### src/rtl/gh_pkg.sv
// Shared types and constants for the note-highway lane logic.
// Holds lane indices, playfield geometry and the lane FSM state type.
package gh_pkg;

    typedef enum logic [2:0] {
        GREEN  = 3'd0,
        RED    = 3'd1,
        YELLOW = 3'd2,
        BLUE   = 3'd3,
        ORANGE = 3'd4
    } lane_e;

    typedef enum logic {
        IDLE = 1'b0,
        FALL = 1'b1
    } lane_state_e;

    localparam int NUM_LANES    = 5;

    localparam int PLAYFIELD_LO = 150;
    localparam int PLAYFIELD_HI = 490;
    localparam int ZONE_LO      = 419;
    localparam int ZONE_HI      = 451;

    localparam int SPRITE_SIZE  = 40;
    localparam int LANE_X0      = 164;
    localparam int LANE_PITCH   = 68;

    function automatic logic [9:0] lane_x(input int lane);
        return 10'(LANE_X0 + lane * LANE_PITCH);
    endfunction

endpackage

### src/rtl/note_lane_ctrl_lane.sv
// One fret lane: note FSM, y position, pending spawn, strum edge
// detect and registered sprite hit-test.
// Ports: clk/rst_n, tick (one cycle per frame), spawn, strum level,
// draw_x/draw_y pixel, x_pos (lane constant), y_pos, is_sprite,
// hit/miss one-cycle pulses.
module note_lane
    import gh_pkg::*;
#(
    parameter int SPEED   = 4,
    parameter int SPAWN_Y = 0,
    parameter int HIT_LO  = 380,
    parameter int HIT_HI  = 451,
    parameter int MISS_Y  = 452
) (
    input  logic       clk,
    input  logic       rst_n,
    input  logic       tick,
    input  logic       spawn,
    input  logic       strum,
    input  logic [9:0] draw_x,
    input  logic [9:0] draw_y,
    input  logic [9:0] x_pos,
    output logic [9:0] y_pos,
    output logic       is_sprite,
    output logic       hit,
    output logic       miss
);

    lane_state_e state_q, state_d;
    logic [9:0]  y_q, y_d;
    logic        pend_q, pend_d;
    logic        strum_d;
    logic        hit_d, miss_d;
    logic        strum_edge, in_win, in_box;
    logic [10:0] y_next;

    assign strum_edge = strum & ~strum_d;
    // 11 bits so the miss compare sees the carry and y never wraps
    assign y_next = {1'b0, y_q} + 11'(SPEED);
    assign in_win = (y_q >= 10'(HIT_LO)) && (y_q <= 10'(HIT_HI));

    assign in_box =
        ({1'b0, draw_x} >= {1'b0, x_pos}) &&
        ({1'b0, draw_x} <  {1'b0, x_pos} + 11'(SPRITE_SIZE)) &&
        ({1'b0, draw_y} >= {1'b0, y_q}) &&
        ({1'b0, draw_y} <  {1'b0, y_q} + 11'(SPRITE_SIZE));

    always_comb begin
        state_d = state_q;
        y_d     = y_q;
        pend_d  = pend_q | spawn;
        hit_d   = 1'b0;
        miss_d  = 1'b0;
        unique case (state_q)
            IDLE: begin
                if (tick && (pend_q || spawn)) begin
                    state_d = FALL;
                    y_d     = 10'(SPAWN_Y);
                    pend_d  = 1'b0;
                end
            end
            FALL: begin
                // hit is judged on the pre-move y and beats the tick
                if (strum_edge && in_win) begin
                    state_d = IDLE;
                    hit_d   = 1'b1;
                end else if (tick) begin
                    if (y_next > 11'(MISS_Y)) begin
                        state_d = IDLE;
                        miss_d  = 1'b1;
                    end else begin
                        y_d = y_next[9:0];
                    end
                end
            end
            default: state_d = IDLE;
        endcase
    end

    always_ff @(posedge clk or negedge rst_n) begin
        if (!rst_n) begin
            state_q   <= IDLE;
            y_q       <= 10'(SPAWN_Y);
            pend_q    <= 1'b0;
            strum_d   <= 1'b0;
            hit       <= 1'b0;
            miss      <= 1'b0;
            is_sprite <= 1'b0;
        end else begin
            state_q   <= state_d;
            y_q       <= y_d;
            pend_q    <= pend_d;
            strum_d   <= strum;
            hit       <= hit_d;
            miss      <= miss_d;
            // registered to line up with the frame RAM read
            is_sprite <= (state_q == FALL) && in_box;
        end
    end

    assign y_pos = y_q;

endmodule

### src/rtl/note_lane_ctrl.sv
// Five-lane falling-note controller feeding color_mapper and scoring.
// Ports: Clk, Reset_n, frame_clk, spawn[4:0], strum[4:0], DrawX/DrawY,
// is_sprite_*, *_x_pos, *_y_pos, hit_pulse, miss_pulse, streak.
module note_lane_ctrl
    import gh_pkg::*;
#(
    parameter int SPEED   = 4,
    parameter int SPAWN_Y = 0,
    parameter int HIT_LO  = 380,
    parameter int HIT_HI  = 451,
    parameter int MISS_Y  = 452
) (
    input  logic       Clk,
    input  logic       Reset_n,
    input  logic       frame_clk,
    input  logic [4:0] spawn,
    input  logic [4:0] strum,
    input  logic [9:0] DrawX,
    input  logic [9:0] DrawY,
    output logic       is_sprite_green,
    output logic       is_sprite_red,
    output logic       is_sprite_yellow,
    output logic       is_sprite_blue,
    output logic       is_sprite_orange,
    output logic [9:0] green_x_pos,
    output logic [9:0] red_x_pos,
    output logic [9:0] yellow_x_pos,
    output logic [9:0] blue_x_pos,
    output logic [9:0] orange_x_pos,
    output logic [9:0] green_y_pos,
    output logic [9:0] red_y_pos,
    output logic [9:0] yellow_y_pos,
    output logic [9:0] blue_y_pos,
    output logic [9:0] orange_y_pos,
    output logic [4:0] hit_pulse,
    output logic [4:0] miss_pulse,
    output logic [7:0] streak
);

    logic       frame_clk_d;
    logic       tick;
    logic [9:0] x_pos  [NUM_LANES];
    logic [9:0] y_pos  [NUM_LANES];
    logic [4:0] sprite;

    assign tick = frame_clk & ~frame_clk_d;

    always_ff @(posedge Clk or negedge Reset_n) begin
        if (!Reset_n) frame_clk_d <= 1'b0;
        else          frame_clk_d <= frame_clk;
    end

    for (genvar i = 0; i < NUM_LANES; i++) begin : g_lane
        assign x_pos[i] = lane_x(i);

        note_lane #(
            .SPEED   (SPEED),
            .SPAWN_Y (SPAWN_Y),
            .HIT_LO  (HIT_LO),
            .HIT_HI  (HIT_HI),
            .MISS_Y  (MISS_Y)
        ) u_lane (
            .clk       (Clk),
            .rst_n     (Reset_n),
            .tick      (tick),
            .spawn     (spawn[i]),
            .strum     (strum[i]),
            .draw_x    (DrawX),
            .draw_y    (DrawY),
            .x_pos     (x_pos[i]),
            .y_pos     (y_pos[i]),
            .is_sprite (sprite[i]),
            .hit       (hit_pulse[i]),
            .miss      (miss_pulse[i])
        );
    end

    // a miss anywhere breaks the run, even alongside a hit elsewhere
    always_ff @(posedge Clk or negedge Reset_n) begin
        if (!Reset_n) begin
            streak <= 8'd0;
        end else if (|miss_pulse) begin
            streak <= 8'd0;
        end else if ((|hit_pulse) && (streak != 8'hFF)) begin
            streak <= streak + 8'd1;
        end
    end

    assign is_sprite_green  = sprite[GREEN];
    assign is_sprite_red    = sprite[RED];
    assign is_sprite_yellow = sprite[YELLOW];
    assign is_sprite_blue   = sprite[BLUE];
    assign is_sprite_orange = sprite[ORANGE];

    assign green_x_pos  = x_pos[GREEN];
    assign red_x_pos    = x_pos[RED];
    assign yellow_x_pos = x_pos[YELLOW];
    assign blue_x_pos   = x_pos[BLUE];
    assign orange_x_pos = x_pos[ORANGE];

    assign green_y_pos  = y_pos[GREEN];
    assign red_y_pos    = y_pos[RED];
    assign yellow_y_pos = y_pos[YELLOW];
    assign blue_y_pos   = y_pos[BLUE];
    assign orange_y_pos = y_pos[ORANGE];

endmodule

### config.mk
export PLATFORM = sky130hd
export DESIGN_NAME = note_lane_ctrl
export DESIGN_NICKNAME = d
export VERILOG_FILES = /design/src/rtl/gh_pkg.sv /design/src/rtl/note_lane_ctrl_lane.sv /design/src/rtl/note_lane_ctrl.sv
export SDC_FILE = /design/constraint.sdc
export NUM_CORES = 1
export LEC_CHECK = 0
export CAP_MARGIN = 20
export CORE_MARGIN = 4
export CORE_UTILIZATION = 50
export DETAILED_ROUTE_END_ITERATION = 6
export GPL_TIMING_DRIVEN = 0
export PLACE_DENSITY = 0.76
export SLEW_MARGIN = 10
export SYNTH_ARGS = -nofsm -noshare
export SYNTH_HDL_FRONTEND = slang
export SYNTH_HIERARCHICAL = 1
export SYNTH_SLANG_ARGS = --single-unit
### constraint.sdc
create_clock -name Clk -period 4.69 [get_ports Clk]
set_clock_uncertainty 0.1 [all_clocks]
set_input_delay 1.407 -clock Clk [delete_from_list [all_inputs] [get_ports Clk]]
set_output_delay 1.407 -clock Clk [all_outputs]
set_load 0.01 [all_outputs]
# After elaboration in Yosys (flattened, before gate mapping)
# Index checks and enable logic that the tools add are counted.
[word_totals] reg_bits=89 out_inout_bits=123 elab_cells=267
[classes] n_addsub=11 magnitude_cmp=35 eq_ne=21 mux=92 bitwise=22 n_reduce_logical=49
[ops] op="two-way mux 10 bit" n=20
[ops] op="one-hot mux 10 bit (2 select lines)" n=5
[ops] op="greater-or-equal comparator 10 x 9 -> 1 bit, second input constant" n=8
[ops] op="two-way mux 1 bit" n=60
[ops] op="adder 10 x 3 -> 11 bit, second input constant" n=5
[ops] op="adder 10 x 6 -> 11 bit, second input constant" n=5
[ops] op="greater-than comparator 11 x 9 -> 1 bit, second input constant" n=5
[ops] op="< comparator 10 x 11 -> 1 bit" n=5
[ops] op="greater-or-equal comparator 10 bit" n=5
[ops] op="<= comparator 10 x 9 -> 1 bit, second input constant" n=5
[ops] op="< comparator 10 x 9 -> 1 bit, second input constant" n=4
[ops] op="logical AND 1 bit" n=36
[ops] op="!= test 2 bit, second input constant" n=14
[ops] op="greater-or-equal comparator 10 x 8 -> 1 bit, second input constant" n=2
[ops] op="AND reduction 4 bit" n=5
[ops] op="two-way mux 8 bit" n=2
[ops] op="!= test 2 x 1 -> 1 bit, second input constant" n=6
[ops] op="NOT 1 bit" n=11
[ops] op="< comparator 10 x 8 -> 1 bit, second input constant" n=1
[ops] op="one-hot mux 1 bit (2 select lines)" n=5
[ops] op="OR reduction 5 bit" n=2
[ops] op="adder 8 x 1 -> 8 bit, second input constant" n=1
[ops] op="!= test 8 bit, second input constant" n=1
[ops] op="bitwise AND 1 bit" n=6
[ops] op="other kinds (3)" n=11

# Longest topological paths before layout
[logic_depth] word_depth=6 ltp_mapped=10 mapped_depth_nobuf=9

# Hierarchy
# The synthesis kept the hierarchy.
[by_module_without_submodules] mod="note_lane (g_lane[1].u_lane ...)" n_inst=3 cells_each=197 area_per_inst_um2=1730.4 seq_area_each_um2=350.3
[by_module_without_submodules] mod="note_lane (g_lane[0].u_lane ...)" n_inst=2 cells_each=196 area_per_inst_um2=1729.2 seq_area_each_um2=350.3
[by_module_without_submodules] mod="note_lane_ctrl" n_inst=1 cells_each=99 area_per_inst_um2=858.3 seq_area_each_um2=225.2

# Worst setup path after synthesis
# Ideal clock, no wire load.
[synth_path] kind="input to register" from="input port frame_clk" to="register g_lane[0].u_lane.y_q[6]" arrival_time_ns=2.552 required_time_ns=4.465 setup_slack_ns=1.913 cell_stages=7 n_path_buf=0 cell_sequence="nor2b_1 -> inv_1 -> nor2_1 -> o21ai_0 -> inv_1 -> a21o_1 -> mux2_4"
[synth_between] elab_chain_cells=4 word_cells_on_any_way=5 classes_between="eq/ne: 2; bitwise: 1; reduce/logical: 2"
[synth_rtl] element="start: declaration" line="note_lane_ctrl.sv:15" text="input logic frame_clk,"
[synth_rtl] element="bitwise AND 1 bit *" line="note_lane_ctrl.sv:46" text="assign tick = frame_clk & ~frame_clk_d;"
[synth_rtl] element="logical AND 1 bit" line="note_lane_ctrl_lane.sv:56" text="if (tick && (pend_q || spawn)) begin"
[synth_rtl] element="!= test 2 x 1 -> 1 bit (no line)"
[synth_rtl] element="AND reduction 4 bit (no line) *"
[synth_rtl] element="end signal: assignment" line="note_lane_ctrl_lane.sv:83" text="y_q <= 10'(SPAWN_Y);"
[synth_rtl] element="end signal: assignment" line="note_lane_ctrl_lane.sv:91" text="y_q <= y_d;"
[synth_rtl] element="end: declaration" line="note_lane_ctrl_lane.sv:30" text="logic [9:0] y_q, y_d;"
# Mark *: on every way between the ends. The rest lies on a longest branch, timed or not.
# A chain may end at the register's enable or synchronous reset.

# Final worst setup path
[layout_path] from="input port DrawY[8]" to="register g_lane[0].u_lane.is_sprite"
[layout_between] elab_chain_cells=4 word_cells_on_any_way=5 classes_between="order compare: 2; reduce/logical: 3"
[layout_rtl] element="start: declaration" line="note_lane_ctrl.sv:19" text="input logic [9:0] DrawY,"
[layout_rtl] element="greater-or-equal comparator 10 bit" line="note_lane_ctrl_lane.sv:45" text="({1'b0, draw_y} >= {1'b0, y_q}) &&"
[layout_rtl] element="logical AND 1 bit" line="note_lane_ctrl_lane.sv:44" text="({1'b0, draw_x} < {1'b0, x_pos} + 11'(SPRITE_SIZE)) &&"
[layout_rtl] element="logical AND 1 bit *" line="note_lane_ctrl_lane.sv:45"
[layout_rtl] element="logical AND 1 bit *" line="note_lane_ctrl_lane.sv:97" text="is_sprite <= (state_q == FALL) && in_box;"
[layout_rtl] element="end signal: assignment" line="note_lane_ctrl_lane.sv:97"
[layout_rtl] element="end: declaration" line="note_lane_ctrl_lane.sv:24" text="output logic is_sprite,"
# Marked as above.

==> results.cfg <==
[clocking]
post_cts_buffers = 0
cts-resized-gates = 0
ctsLongestPathBuffers = 2
clockRootBuffer = clkbuf_16
clkSinkCount = 79
h-tree-depth = 3
clk_pin_slew_ns = 0.07
cts_tree = done
ctsHoldBuffers = 0
numCtsBuffers = 9
worstSkewPairLatency_ns = 0.35

[power_and_ir_drop]
power_uw = 4240
leakagePower_uw = 0.00600
ir_drop_uv = 420
powerDensity_nw_per_um2 = 362

[global_route]
grt_usage = 0.207
overflow = 0
grt_start_max_net_pins = 44
grt_pass1_vias = 7788
grt_pass1_wl_um = 37100
antenna_found_initial = 0

[logic_synthesis]
postSynthAreaPerCell_um2 = 8.79
synthArstFlopShare = 1.00
ys_warn_count = 6
netlist_instances = 1082
synth_cell_types = 54
synth_area_um2 = 9510
synth_top_flop_cell = dfrtp_1
yosys_register_bits = 79
synth_edf_count = 0
ys_seq_area_frac = 0.208

[sta]
hold_ws_ns = 0.411
rsz0062_at_grt = false
setup_ws_ns = 1.01
fmax_ghz = 0.272
relSlewSlack = 0.507
period_share = 0.785
tightest_slew_ns = 0.737
final_max_slew_viol_count = 0
hold_viol_final = 0
finalCriticalPeriod_ns = 3.68
setup_viol = 0

[die]
pin_count = 156
row_count = 50
start_util = 0.508
core_area_um2 = 18700
dieArea_um2 = 21300
die_w_um = 146
die_y_um = 146

[flow_run]
cap_violations = 0

[cells_and_area]
syn2layout_area_growth_pct = 22.9
diodes = 0
final_common_cell = ha_1
final_util = 0.625
drive_gt1_frac = 0.0982
final_cell_mix = ha_1, conb_1, inv_1
nets = 1574

[status]
status = finished clean

[placement]
place.gp.congestion = 0.910
pre_cts_ws_ns = 0.672
io_buffers = 93
dp_hpwl_um = 17500

[worst_setup_path]
worst-path-buf-inv = 1
endpoint_kind = flop
critPathMaxStageDelay_ns = 0.95
slowest_stage = clkdlybuf4s50_1
crit_chain = clkdlybuf4s50_1, ha_1, and3_1, a221o_1, a21oi_1, o21ai_0, nor4_1
cp_top_family = buffers and inverters
path_class = in -> reg
worstPathMaxFanout = 10
worstSetupStartpointType = input port
required_ns = 4.81
cp.arrival_ns = 3.80

[routing]
drt_first_pass_iters = 5
drtIter0Drc = 394
wl_per_cell_um = 14.0
vias = 8030
ant_nets = 0
avgViaCountPerCell = 5.05
post-route-drc-count = 0
routed_wirelength_um = 22200

[hold_path]
hp-class = reg -> reg
-- worst reg2reg max path, cell delays in order, from the launching register on --
cell and delay (ns):
dfrtp_1 0.48, ha_1 0.33, o21ai_0 0.23, xnor2_1 0.15
ha_1 0.26, and3_1 0.19, a221o_1 0.35, a21oi_1 0.14
o21ai_0 0.14, nor4_1 0.30
-- final timing paths --
check,start,end,slack [ns],depth (start not counted)
max in group asynchronous,Reset_n,g_lane[0].u_lane/is_sprite,2.98,2
worst min-delay path,g_lane[4].u_lane/pend_q,g_lane[4].u_lane/pend_q,0.41,2
min in group asynchronous,Reset_n,g_lane[2].u_lane/y_pos[9],0.92,1
worst max-delay path,DrawY[8],g_lane[0].u_lane/is_sprite,1.01,7
worst max register to register,g_lane[0].u_lane/y_pos[3],g_lane[0].u_lane/is_sprite,1.92,9
worst min register to register,g_lane[4].u_lane/pend_q,g_lane[4].u_lane/pend_q,0.41,2
-- layout make-up --
class | count | area [µm²]
plain buffers | 70 | 513
fillers | 1603 | 7020
multi-input cells | 972 | 7160
clock inverters | 7 | 103
well taps | 234 | 293
inverters | 124 | 465
repair buffers | 94 | 948
flip-flops and latches | 79 | 1980
clock buffers | 9 | 225
-- synth_stat cells (all sizes together), types with 14 or more instances --
cell type  count  area, µm²
buf           70        513
nand4         16        100
nand2         47        176
nor3          16        105
a21o          35        263
nor4          14       87.6
o21ai         64        320
a21oi         59        408
ha           191       2390
inv          124        465
mux2i         26        279
nand3         28        140
o21a          20        150
dfrtp         79       1980
nor2          78        305
xnor2         65        569
-- report_power, final --
part | internal [µW] | switching, µW
clock | 474 | 314
sequential | 825 | 245
combinational | 1110 | 1270
-- layer usage --
| metal | routed length, µm | vias to the layer above | track usage |
|---|---|---|---|
| met5 | 0 | - | 0 |
| met4 | 249 | 0 | 0.0470 |
| met3 | 1020 | 23 | 0.0355 |
| met2 | 10900 | 186 | 0.368 |
| met1 | 10000 | 3671 | 0.263 |
| li1 | - | 4150 | - |
-- flip-flops by register name, summed over array words and instances (netlist names) --
signal	count
g_lane.u_lane/y_pos	40
streak	8
g_lane.u_lane/hit	5
g_lane.u_lane/is_sprite	5
g_lane.u_lane/miss	5
g_lane.u_lane/pend_q	5
g_lane.u_lane/state_q	5
g_lane.u_lane/strum_d	5
frame_clk_d	1
-- through the flow --
step	cells	TNS, ns	area (µm²)
detailed placement	1573	0	11400
floorplan	1245	0	10100
global route	1589	0	11700
CTS	1589	0	11700
global placement	1572	-54.60	11300
finish	1589	0	11700
-- kinds of logic after synthesis --
kind of cell / after synthesis / share of synthesized area
and+or+nand+nor: 252 / 0.136
buffers and inverters: 194 / 0.103
muxes: 36 / 0.0432
DFF: 79 / 0.208
other: 7 / 0.00276
AOI/OAI and AO/OA: 245 / 0.184
xor gates and xnor gates: 78 / 0.0719
adders and majority gates: 191 / 0.251
Note: power is estimated with default switching activity, not from simulation.
